`src/rtl/ahb_master_arbiter.sv`:
```
// Round-robin AHB bus arbiter; holds the grant for fixed-length and capped INCR bursts.
// Grant and owner are registered (one edge); they change only on Hreadyout=1 edges; masters wait on req.
module ahb_master_arbiter #(
  parameter int NUM_MASTERS = 4,
  parameter int HOLD_MAX    = 16,
  parameter int MW          = $clog2(NUM_MASTERS)
) (
  input  logic                   clock,
  input  logic                   Hreset,
  input  logic [NUM_MASTERS-1:0] req,
  input  logic [1:0]             Htrans,
  input  logic [2:0]             Hburst,
  input  logic                   Hreadyout,
  input  logic [1:0]             Hresp,
  output logic [NUM_MASTERS-1:0] grant,
  output logic [MW-1:0]          Hmaster,
  output logic [MW-1:0]          Hmaster_data
);

  localparam logic [1:0] TR_IDLE   = 2'b00;
  localparam logic [1:0] TR_NONSEQ = 2'b10;
  localparam logic [1:0] TR_SEQ    = 2'b11;
  localparam logic [2:0] HB_INCR   = 3'b001;
  localparam logic [1:0] RESP_ERR  = 2'b01;

  typedef enum logic [1:0] {ARB, BURST, HOLD} state_t;

  state_t                 state, state_nxt;
  logic [4:0]             cnt, cnt_nxt, cnt_inc, burst_len_m1;
  logic                   accepted, is_err, fixed_burst, rearb;
  logic                   rr_found;
  logic [MW-1:0]          rr_master, cand, master_nxt;
  logic [NUM_MASTERS-1:0] grant_nxt;

  assign accepted    = Hreadyout && Htrans[1];
  assign is_err      = (Hresp == RESP_ERR);
  assign fixed_burst = (Hburst[2:1] != 2'b00);
  assign cnt_inc     = cnt + 5'd1;

  always_comb begin
    case (Hburst)
      3'b010, 3'b011: burst_len_m1 = 5'd3;
      3'b100, 3'b101: burst_len_m1 = 5'd7;
      3'b110, 3'b111: burst_len_m1 = 5'd15;
      default:        burst_len_m1 = 5'd0;
    endcase
  end

  // Search starts just after the owner and wraps, so the owner is considered last.
  always_comb begin
    rr_found  = 1'b0;
    rr_master = Hmaster;
    cand      = Hmaster;
    for (int i = 0; i < NUM_MASTERS; i++) begin
      cand = (int'(cand) == NUM_MASTERS - 1) ? '0 : cand + 1'b1;
      if (!rr_found && req[cand]) begin
        rr_found  = 1'b1;
        rr_master = cand;
      end
    end
  end

  always_comb begin
    state_nxt = state;
    cnt_nxt   = cnt;
    rearb     = 1'b0;
    case (state)
      ARB: begin
        if (Hreadyout) begin
          if (Htrans == TR_NONSEQ && fixed_burst) begin
            state_nxt = BURST;
            cnt_nxt   = burst_len_m1;
          end else if (Htrans == TR_NONSEQ && Hburst == HB_INCR && req[Hmaster]) begin
            state_nxt = HOLD;
            cnt_nxt   = 5'd1;
          end else begin
            rearb = 1'b1;
          end
        end
      end
      BURST: begin
        // An error response abandons the burst but keeps the owner until the next ready edge.
        if (is_err) begin
          state_nxt = ARB;
          cnt_nxt   = 5'd0;
        end else if (Hreadyout) begin
          if (Htrans == TR_SEQ) begin
            if (cnt <= 5'd1) begin
              rearb     = 1'b1;
              state_nxt = ARB;
              cnt_nxt   = 5'd0;
            end else begin
              cnt_nxt = cnt - 5'd1;
            end
          end else if (Htrans == TR_IDLE) begin
            rearb     = 1'b1;
            state_nxt = ARB;
            cnt_nxt   = 5'd0;
          end
        end
      end
      HOLD: begin
        if (is_err) begin
          state_nxt = ARB;
          cnt_nxt   = 5'd0;
        end else if (Hreadyout) begin
          // cnt_inc is the number of beats held including the one accepted now.
          if (!req[Hmaster] || Htrans == TR_IDLE ||
              (accepted && int'(cnt_inc) >= HOLD_MAX)) begin
            rearb     = 1'b1;
            state_nxt = ARB;
            cnt_nxt   = 5'd0;
          end else if (accepted) begin
            cnt_nxt = cnt_inc;
          end
        end
      end
      default: begin
        state_nxt = ARB;
        cnt_nxt   = 5'd0;
      end
    endcase
  end

  always_comb begin
    master_nxt            = (rearb && rr_found) ? rr_master : Hmaster;
    grant_nxt             = '0;
    grant_nxt[master_nxt] = 1'b1;
  end

  always_ff @(posedge clock) begin
    if (Hreset) begin
      state        <= ARB;
      cnt          <= 5'd0;
      Hmaster      <= '0;
      grant        <= {{(NUM_MASTERS-1){1'b0}}, 1'b1};
      Hmaster_data <= '0;
    end else begin
      state   <= state_nxt;
      cnt     <= cnt_nxt;
      Hmaster <= master_nxt;
      grant   <= grant_nxt;
      if (Hreadyout) Hmaster_data <= Hmaster;
    end
  end

endmodule

```
`config.mk`:
```
export PLATFORM = sky130hd
export DESIGN_NAME = ahb_master_arbiter
export DESIGN_NICKNAME = d
export VERILOG_FILES = /design/src/rtl/ahb_master_arbiter.sv
export SDC_FILE = /design/constraint.sdc
export NUM_CORES = 1
export LEC_CHECK = 0
export CAP_MARGIN = 20
export CORE_UTILIZATION = 60
export DETAILED_ROUTE_END_ITERATION = 16
export DONT_BUFFER_PORTS = 1
export PLACE_DENSITY = 0.76
export SYNTH_ARGS = -nofsm -noshare
export SYNTH_HDL_FRONTEND = slang
export SYNTH_SLANG_ARGS = --single-unit
export TNS_END_PERCENT = 10
```
`constraint.sdc`:
```
create_clock -name clock -period 2.8 [get_ports clock]
set_input_delay 0.56 -clock clock [delete_from_list [all_inputs] [get_ports clock]]
set_output_delay 0.56 -clock clock [all_outputs]
set_load 0.01 [all_outputs]
```
Yosys cells after proc, flatten, opt, wreduce, memory -nomap -nowiden
Index checks and enable logic that the tools add are counted.

Bits in registers: 15. Output and inout port bits: 8.

$add $sub $neg: 6. Magnitude comparators: 9. Eq/ne operators: 24. Mux-type cells: 63. Reductions and logical operators: 24.

Operator list (number): $mux W5 (12); $mux W2 (20); $mux W1 (21); $lt A2 B3 Y1 const B (6); $pmux W5 S3 (1); $eq A2 B1 Y1 const B (6); $eq A3 B3 Y1 const B (4); $ne A3 B3 Y1 const B (4); $ne A4 B4 Y1 const B (3); $pmux W4 S3 (1); $bmux W1 S2 (5); $logic_and A1 B1 Y1 (10); $add A2 B1 Y2 const B (4); $reduce_and A7 Y1 (1); $eq A2 B2 Y1 const B (3); $eq A3 B2 Y1 const B (2); $pmux W2 S3 (1); $reduce_and A6 Y1 (1); $reduce_or A2 Y1 (3); $add A5 B1 Y5 const B (1); $ge A5 B5 Y1 const B (1); $le A5 B1 Y1 const B (1); $sub A5 B1 Y5 const B (1); $logic_not A1 Y1 (4); other kinds (8) (10).

Logic depth before layout (Yosys ltp)
Gate-level depths: netlist of run 1.

Word-level depth: 20. Gate-level depth with buffers: 9.

Worst setup path after synthesis of run 1
Ideal clock, no wire load.

Path type: input port to flip-flop. Start point: input req[3]. End point: register grant[0]. Setup time: 122 ps. Data arrival time: 2203 ps. Data required time: 2678 ps. Path slack: 475 ps. Stages on the path: 7. Path through: buf_4 > mux4_2 > a221o_1 > o21a_4 > a21oi_4 > nor3_1 > a311o_1.

Cells in the longest elaborated chain, start to end: 18. Elaborated cells on any way between the ends: 42. Classes of those cells: order compare (2); mux (28); reduce/logical (12).

Ends and longest elaborated chain: start: declaration (RTL line 10) `input logic [NUM_MASTERS-1:0] req,`; $bmux W1 S2 (RTL line 56) `if (!rr_found && req[cand]) begin`; $mux W1 (not written as such) (RTL line 56); $mux W1 (RTL line 56); $logic_not A1 Y1 (RTL line 56); $logic_and A1 B1 Y1 (RTL line 56); $mux W1 (RTL line 56); $logic_not A1 Y1 (RTL line 56); $logic_and A1 B1 Y1 (RTL line 56); (+2 left out); $logic_and A1 B1 Y1 (RTL line 56); $mux W1 (RTL line 56); $logic_and A1 B1 Y1 (RTL line 126) `master_nxt = (rearb && rr_found) ? rr_master : Hmaster;`; $mux W2 * (RTL line 126); $lt A2 B3 Y1 (not written as such) or $ge A2 B1 Y1 (tied branches) (RTL line 128) `grant_nxt[master_nxt] = 1'b1;`; $logic_and A1 B1 Y1 (not written as such) (RTL line 128); $mux W1 (not written as such) (RTL line 128); $demux W1 S2 * (RTL line 128); end signal: assignment (RTL line 136) `grant <= {{(NUM_MASTERS-1){1'b0}}, 1'b1};`; end signal: assignment (RTL line 142) `grant <= grant_nxt;`; end: declaration (RTL line 15) `output logic [NUM_MASTERS-1:0] grant,`.

Mark *: on every way between the ends. The rest lies on a longest branch, timed or not. The select of a mux whose other input is x is not followed. A chain may end at the register's enable or synchronous reset.

Worst setup path in the final report of run 1
Start point: register Hmaster[1]. End point: register grant[0].

Cells in the longest elaborated chain, start to end: 20. Elaborated cells on any way between the ends: 54. Classes of those cells: add/sub (4); order compare (2); eq/ne (4); mux (32); reduce/logical (12).

Ends and longest elaborated chain: start: declaration (RTL line 16) `output logic [MW-1:0] Hmaster,`; start signal: assignment (RTL line 141) `Hmaster <= master_nxt;`; branches (longest 15 deep; another with $add A2 B1 Y2); $mux W2 * (RTL line 126); $lt A2 B3 Y1 (not written as such) or $ge A2 B1 Y1 (tied branches) (RTL line 128); $logic_and A1 B1 Y1 (not written as such) (RTL line 128); $mux W1 (not written as such) (RTL line 128); $demux W1 S2 * (RTL line 128).

Mark *: on every way between the ends. The select of a mux whose other input is x is not followed.

==> results.json, run 1 <==
{
  "grt_setup_unrepaired": "false",
  "diodes": 0,
  "io_pins": 22,
  "path_common_cell": "mux2i_1",
  "clock_path_buffers": 2,
  "path_delay_family": "flip-flops",
  "cts_tree": "yes",
  "post_cts_resized": 0,
  "crit_required_ps": 2990,
  "synth.cell_area_mm2": 0.001440,
  "p_leak_nw": 0.5278,
  "numCtsBuffers": 3,
  "drt_iter0_drc": 21,
  "io_buffers": 0,
  "drive_gt1_share_pct": 14.79,
  "total_power_uw": 716.2,
  "slew_headroom_pct": 59.73,
  "clk_pin_slew_ps": 100,
  "antenna_found_initial": 0,
  "vdd_ir_drop_max_uv": 365.2,
  "place_congestion": 0.8572,
  "grt_pass1_vias": 1255,
  "finalCritPeriodShare_pct": 89.97,
  "start_util_pct": 64.48,
  "cp_slowest_cell": "dfxtp_1",
  "hold_class": "in2reg",
  "grt_util_all_layers_pct": 28.32,
  "finalMaxSlewViolations": 0,
  "worstMarginPinSlew_ps": 603.4,
  "synth_area_leaders": "dfxtp_1, mux2i_1, nor2_1, a21oi_1, ha_1",
  "setup_ws_ps": 280.8,
  "yosysSeqAreaShare_pct": 20.85,
  "vias_per_cell": 6.589,
  "synth_edf_count": 0,
  "finalHoldViolations": 0,
  "synthTopCellsByCount": "nor2_1, dfxtp_1, mux2i_1",
  "cts_setup_buffers": 0,
  "grt_pass1_wl_um": 5561,
  "crit_arrival_ps": 2710,
  "critPathCaptureType": "register",
  "finClkSkew_ps": 5.337,
  "synth-main-ff-cell": "dfxtp_1",
  "synth_seq_cells": 15,
  "wirelength_um": 3260,
  "crit_chain": "ha_1, xor2_1, mux2i_1, o21ai_0, mux2i_1, a311o_1",
  "yosysTopAreaCell": "dfxtp_1",
  "cap_violations": 0,
  "drt-wirelength-per-cell_um": 16.55,
  "overflow": 0,
  "path_max_fanout": 14,
  "crit_path_max_incr_delay_ps": 580,
  "finalSetupViolations": 0,
  "worstSetupPathType": "reg2reg",
  "synth.most_common_cell": "nor2_1",
  "place_ws_ps": 336.5,
  "die_x_um": 50.99,
  "core-area_mm2": 0.002233,
  "dieHeight_um": 50.99,
  "post-route-util_pct": 64.20,
  "synth_warnings": 0,
  "area_growth_pct": -0.4341,
  "synthArstFlopShare_pct": 0,
  "critPathBufInv": 0,
  "pwr_density_cell_mw_per_mm2": 499.5,
  "outcome": "completed",
  "finalNonFillerCells": 197,
  "dr.pass1.iters": 4,
  "fmax_mhz": 397.0,
  "place_inst": 193,
  "synth_top_area_share_pct": 20.85,
  "ant_nets": 0,
  "grt_max_degree": 20,
  "worstSkewPairLatency_ps": 290,
  "root_buffer": "clkbuf_4",
  "drc": 0,
  "syn_inst": 178,
  "via_count": 1298,
  "nets": 188,
  "fp-row-count": 17,
  "syn_avg_cell_area_um2": 8.091,
  "post-route-min-period_ps": 2519,
  "crit_path_start_kind": "register",
  "cts_htree_levels": 1,
  "synthesis.nets": 196,
  "fin_setup_tns_ps": 0,
  "die_area_mm2": 0.002600,
  "hold_buffers": 0,
  "synth.distinct_cells": 60,
  "clock_sinks": 15,
  "dp_hpwl_um": 2478
}
==> worst reg2reg max path, stage by stage, from the launching register on <==
cell,delay (ps)
dfxtp_1,580
ha_1,490
xor2_1,340
mux2i_1,260
o21ai_0,150
mux2i_1,210
a311o_1,390
==> cells by family after synthesis <==
logic type | count (synthesis) | share of synthesized area [%]
adder cells (fa/ha/maj) | 5 | 4.170
buffers and inverters | 18 | 6.341
flip-flops | 15 | 20.85
XOR/XNOR | 4 | 2.433
AND/OR/NAND/NOR | 70 | 27.11
AO/OA/AOI/OAI | 49 | 26.07
multiplexers | 17 | 13.03
==> registers in the layout, summed over array words and instances, names as in the netlist <==
signal,flops
Hmaster,2
state,2
grant,4
Hmaster_data,2
cnt,5
==> layer usage <==
metal  global-route usage [%]  share of wire [%]
met4                    6.944               0.34
met2                    52.41                 52
met1                    32.23                 44
met5                        0                  0
met3                    6.548                3.4
==> placed cells by master (no fill, tap or decap), drive strengths merged, types with 3 or more instances in the layout <==
cell,instances
a211oi,4
a21oi,12
and3,5
clkbuf,3
dfxtp,15
ha,4
inv,4
mux2,4
mux2i,12
nand2,7
nand2b,3
nand3,5
nor2,18
nor2b,6
nor3,8
nor3b,3
o21ai,6
or2,3
xnor2,3
==> area by class of cell <==
class | instances | area (µm²)
multi-input cells | 145 | 1049
fillers | 204 | 799.5
well taps | 28 | 35.03
flip-flops and latches | 15 | 300.3
inverters | 4 | 15.01
repair buffers | 1 | 7.507
clock buffers | 3 | 22.52
clock inverters | 1 | 5.005
==> per-stage QoR <==
stage                     instance area [µm²]  hold slack [ps]
after CTS                                1434            322.0
after global placement                   1406            540.6
final                                    1434            321.8
after floorplan                          1440            503.1
after detailed placement                 1406            542.0
after global routing                     1434            310.6
==> path summary, 6_finish.rpt <==
check	from	endpoint	slack (ps)	cells past startpoint
hold / removal	Hreset	state[0]	320	1
hold reg to reg	cnt[3]	cnt[3]	560	2
setup reg to reg	Hmaster[1]	grant[0]	280	6
setup / recovery	Hmaster[1]	grant[0]	280	6
==> report_power, final <==
group | switching, mW | internal [mW] | total [mW]
logic | 0.171 | 0.144 | 0.316
clock network | 0.0795 | 0.0532 | 0.133
registers | 0.0330 | 0.235 | 0.268
total | 0.284 | 0.432 | 0.716
Power figures use the tool's default switching activity.
==> run 2, diff against run 1 <==
- MAX_ROUTING_LAYER: not set -> met4
==> results.json, run 2 (synthesis gave the netlist of run 1 again) <==
{
  "outcome": "completed",
  "layout_commonest_cell": "nor2_1",
  "critPathBufInv": 0,
  "grt_pass1_wl_um": 5547,
  "hold_class": "in2reg",
  "via_count": 1304,
  "crit_path_start_kind": "register",
  "critPathCaptureType": "register",
  "finClkSkew_ps": 4.953,
  "finalHoldViolations": 0,
  "finalSetupViolations": 0,
  "setup_ws_ps": 281.5,
  "combPwrFrac_pct": 44.2,
  "fill_cells": 204,
  "area_growth_pct": -0.4341,
  "post_cts_resized": 0,
  "grt_util_all_layers_pct": 29.02,
  "io_buffers": 0,
  "antenna_found_initial": 0,
  "reg.largest.list": "cnt x5, grant x4",
  "crit_path_max_incr_delay_ps": 580,
  "internal_power_uw": 432.2,
  "hp-start": "Hreset",
  "clock_path_buffers": 2,
  "path_common_cell": "mux2i_1",
  "cts_setup_buffers": 0,
  "final_cell_mix": "nor2_1, dfxtp_1, mux2i_1, a21oi_1, nor3_1",
  "path_max_fanout": 14,
  "crit_chain": "ha_1, xor2_1, mux2i_1, o21ai_0, mux2i_1, a311o_1",
  "numCtsBuffers": 3,
  "vdd_ir_drop_max_uv": 364.0,
  "ant_nets": 0,
  "place_ws_ps": 336.5,
  "grt_pass1_vias": 1260,
  "clock_sinks": 15,
  "placed_cell_area_mm2": 0.001406,
  "wirelength_um": 3244,
  "fp-row-count": 17,
  "worstMarginPinSlew_ps": 607.8,
  "crit_required_ps": 2980,
  "cap_violations": 0,
  "path_delay_family": "flip-flops",
  "pwr_density_cell_mw_per_mm2": 497.7,
  "clk_pin_slew_ps": 100,
  "dieHeight_um": 50.99,
  "regMostFlops": "cnt",
  "worstSetupPathType": "reg2reg",
  "root_buffer": "clkbuf_4",
  "fin_area_mm2": 0.001434,
  "crit_arrival_ps": 2700,
  "io_pins": 22,
  "drt_iter0_drc": 23,
  "worstSkewPairLatency_ps": 290,
  "startpoint": "Hmaster[1]",
  "diodes": 0,
  "total_power_uw": 713.7,
  "core-area_mm2": 0.002233,
  "cts_htree_levels": 1,
  "cts_tree": "yes",
  "hold_ws_ps": 325.7,
  "fin_setup_tns_ps": 0,
  "rrSetupSlack_ps": 280,
  "post-route-min-period_ps": 2519,
  "drt-wirelength-per-cell_um": 16.47,
  "die_area_mm2": 0.002600,
  "hold_buffers": 0,
  "overflow": 0,
  "p_clk_share_pct": 18.3,
  "largest_register_ffs": 5,
  "vias_per_cell": 6.619,
  "grt_setup_unrepaired": "false",
  "finalCritPeriodShare_pct": 89.95,
  "drc": 0,
  "seqPwrFrac_pct": 37.5,
  "dr.pass1.iters": 4,
  "slew_headroom_pct": 59.44,
  "nets": 188,
  "drive_gt1_share_pct": 14.79,
  "place_congestion": 0.8710,
  "fmax_mhz": 397.1,
  "p_sw_share_pct": 39.44,
  "p_switching_uw": 281.5,
  "grt_max_degree": 20,
  "finalMaxSlewViolations": 0,
  "die_x_um": 50.99,
  "start_util_pct": 64.48,
  "worstReg2RegStart": "Hmaster[1]",
  "dp_hpwl_um": 2478,
  "cp_slowest_cell": "dfxtp_1",
  "p_leak_nw": 0.5278
}
## run 2: cell counts in the layout (fill, tap and decap cells not counted)
Identical to the previous run, type by type.
## run 2: metal layers
metal | vias to the layer above | GRT usage, % | share of wire [%]
met3 | 5 | 6.548 | 3.4
met1 | 623 | 31.87 | 43
met2 | 27 | 52.63 | 53
li1 | 649 | - | -
met5 | - | - | 0
met4 | 0 | 6.944 | 0.59
## run 2: through the flow
stage / util (%) / cells
after floorplan: - / 178
after global placement: 62.97 / 193
after detailed placement: 62.97 / 193
after CTS: 64.20 / 197
after global routing: 64.20 / 197
final: 64.20 / 197
## run 2: path summary, 6_finish.rpt
path	to	depth (start not counted)
max reg2reg	grant[0]	6
min	state[0]	1
max	grant[0]	6
min reg2reg	cnt[3]	2
## run 2: power by group through the flow
| stage | sequential [mW] | clock, mW | combinational (mW) |
|---|---|---|---|
| after floorplan | 0.263 | 0 | 0.291 |
| after global placement | 0.271 | 0 | 0.299 |
| after detailed placement | 0.273 | 0 | 0.310 |
| after CTS | 0.268 | 0.132 | 0.312 |
| after global routing | 0.272 | 0.145 | 0.352 |
| final | 0.268 | 0.131 | 0.315 |
## run 2: area by class of cell
class / instances / area (µm²) / share of cell area (%)
clock inverters: 1 / 5.005 / 0.3490
repair buffers: 1 / 7.507 / 0.5236
multi-input cells: 145 / 1049 / 73.12
well taps: 28 / 35.03 / 2.443
inverters: 4 / 15.01 / 1.047
flip-flops and latches: 15 / 300.3 / 20.94
clock buffers: 3 / 22.52 / 1.571
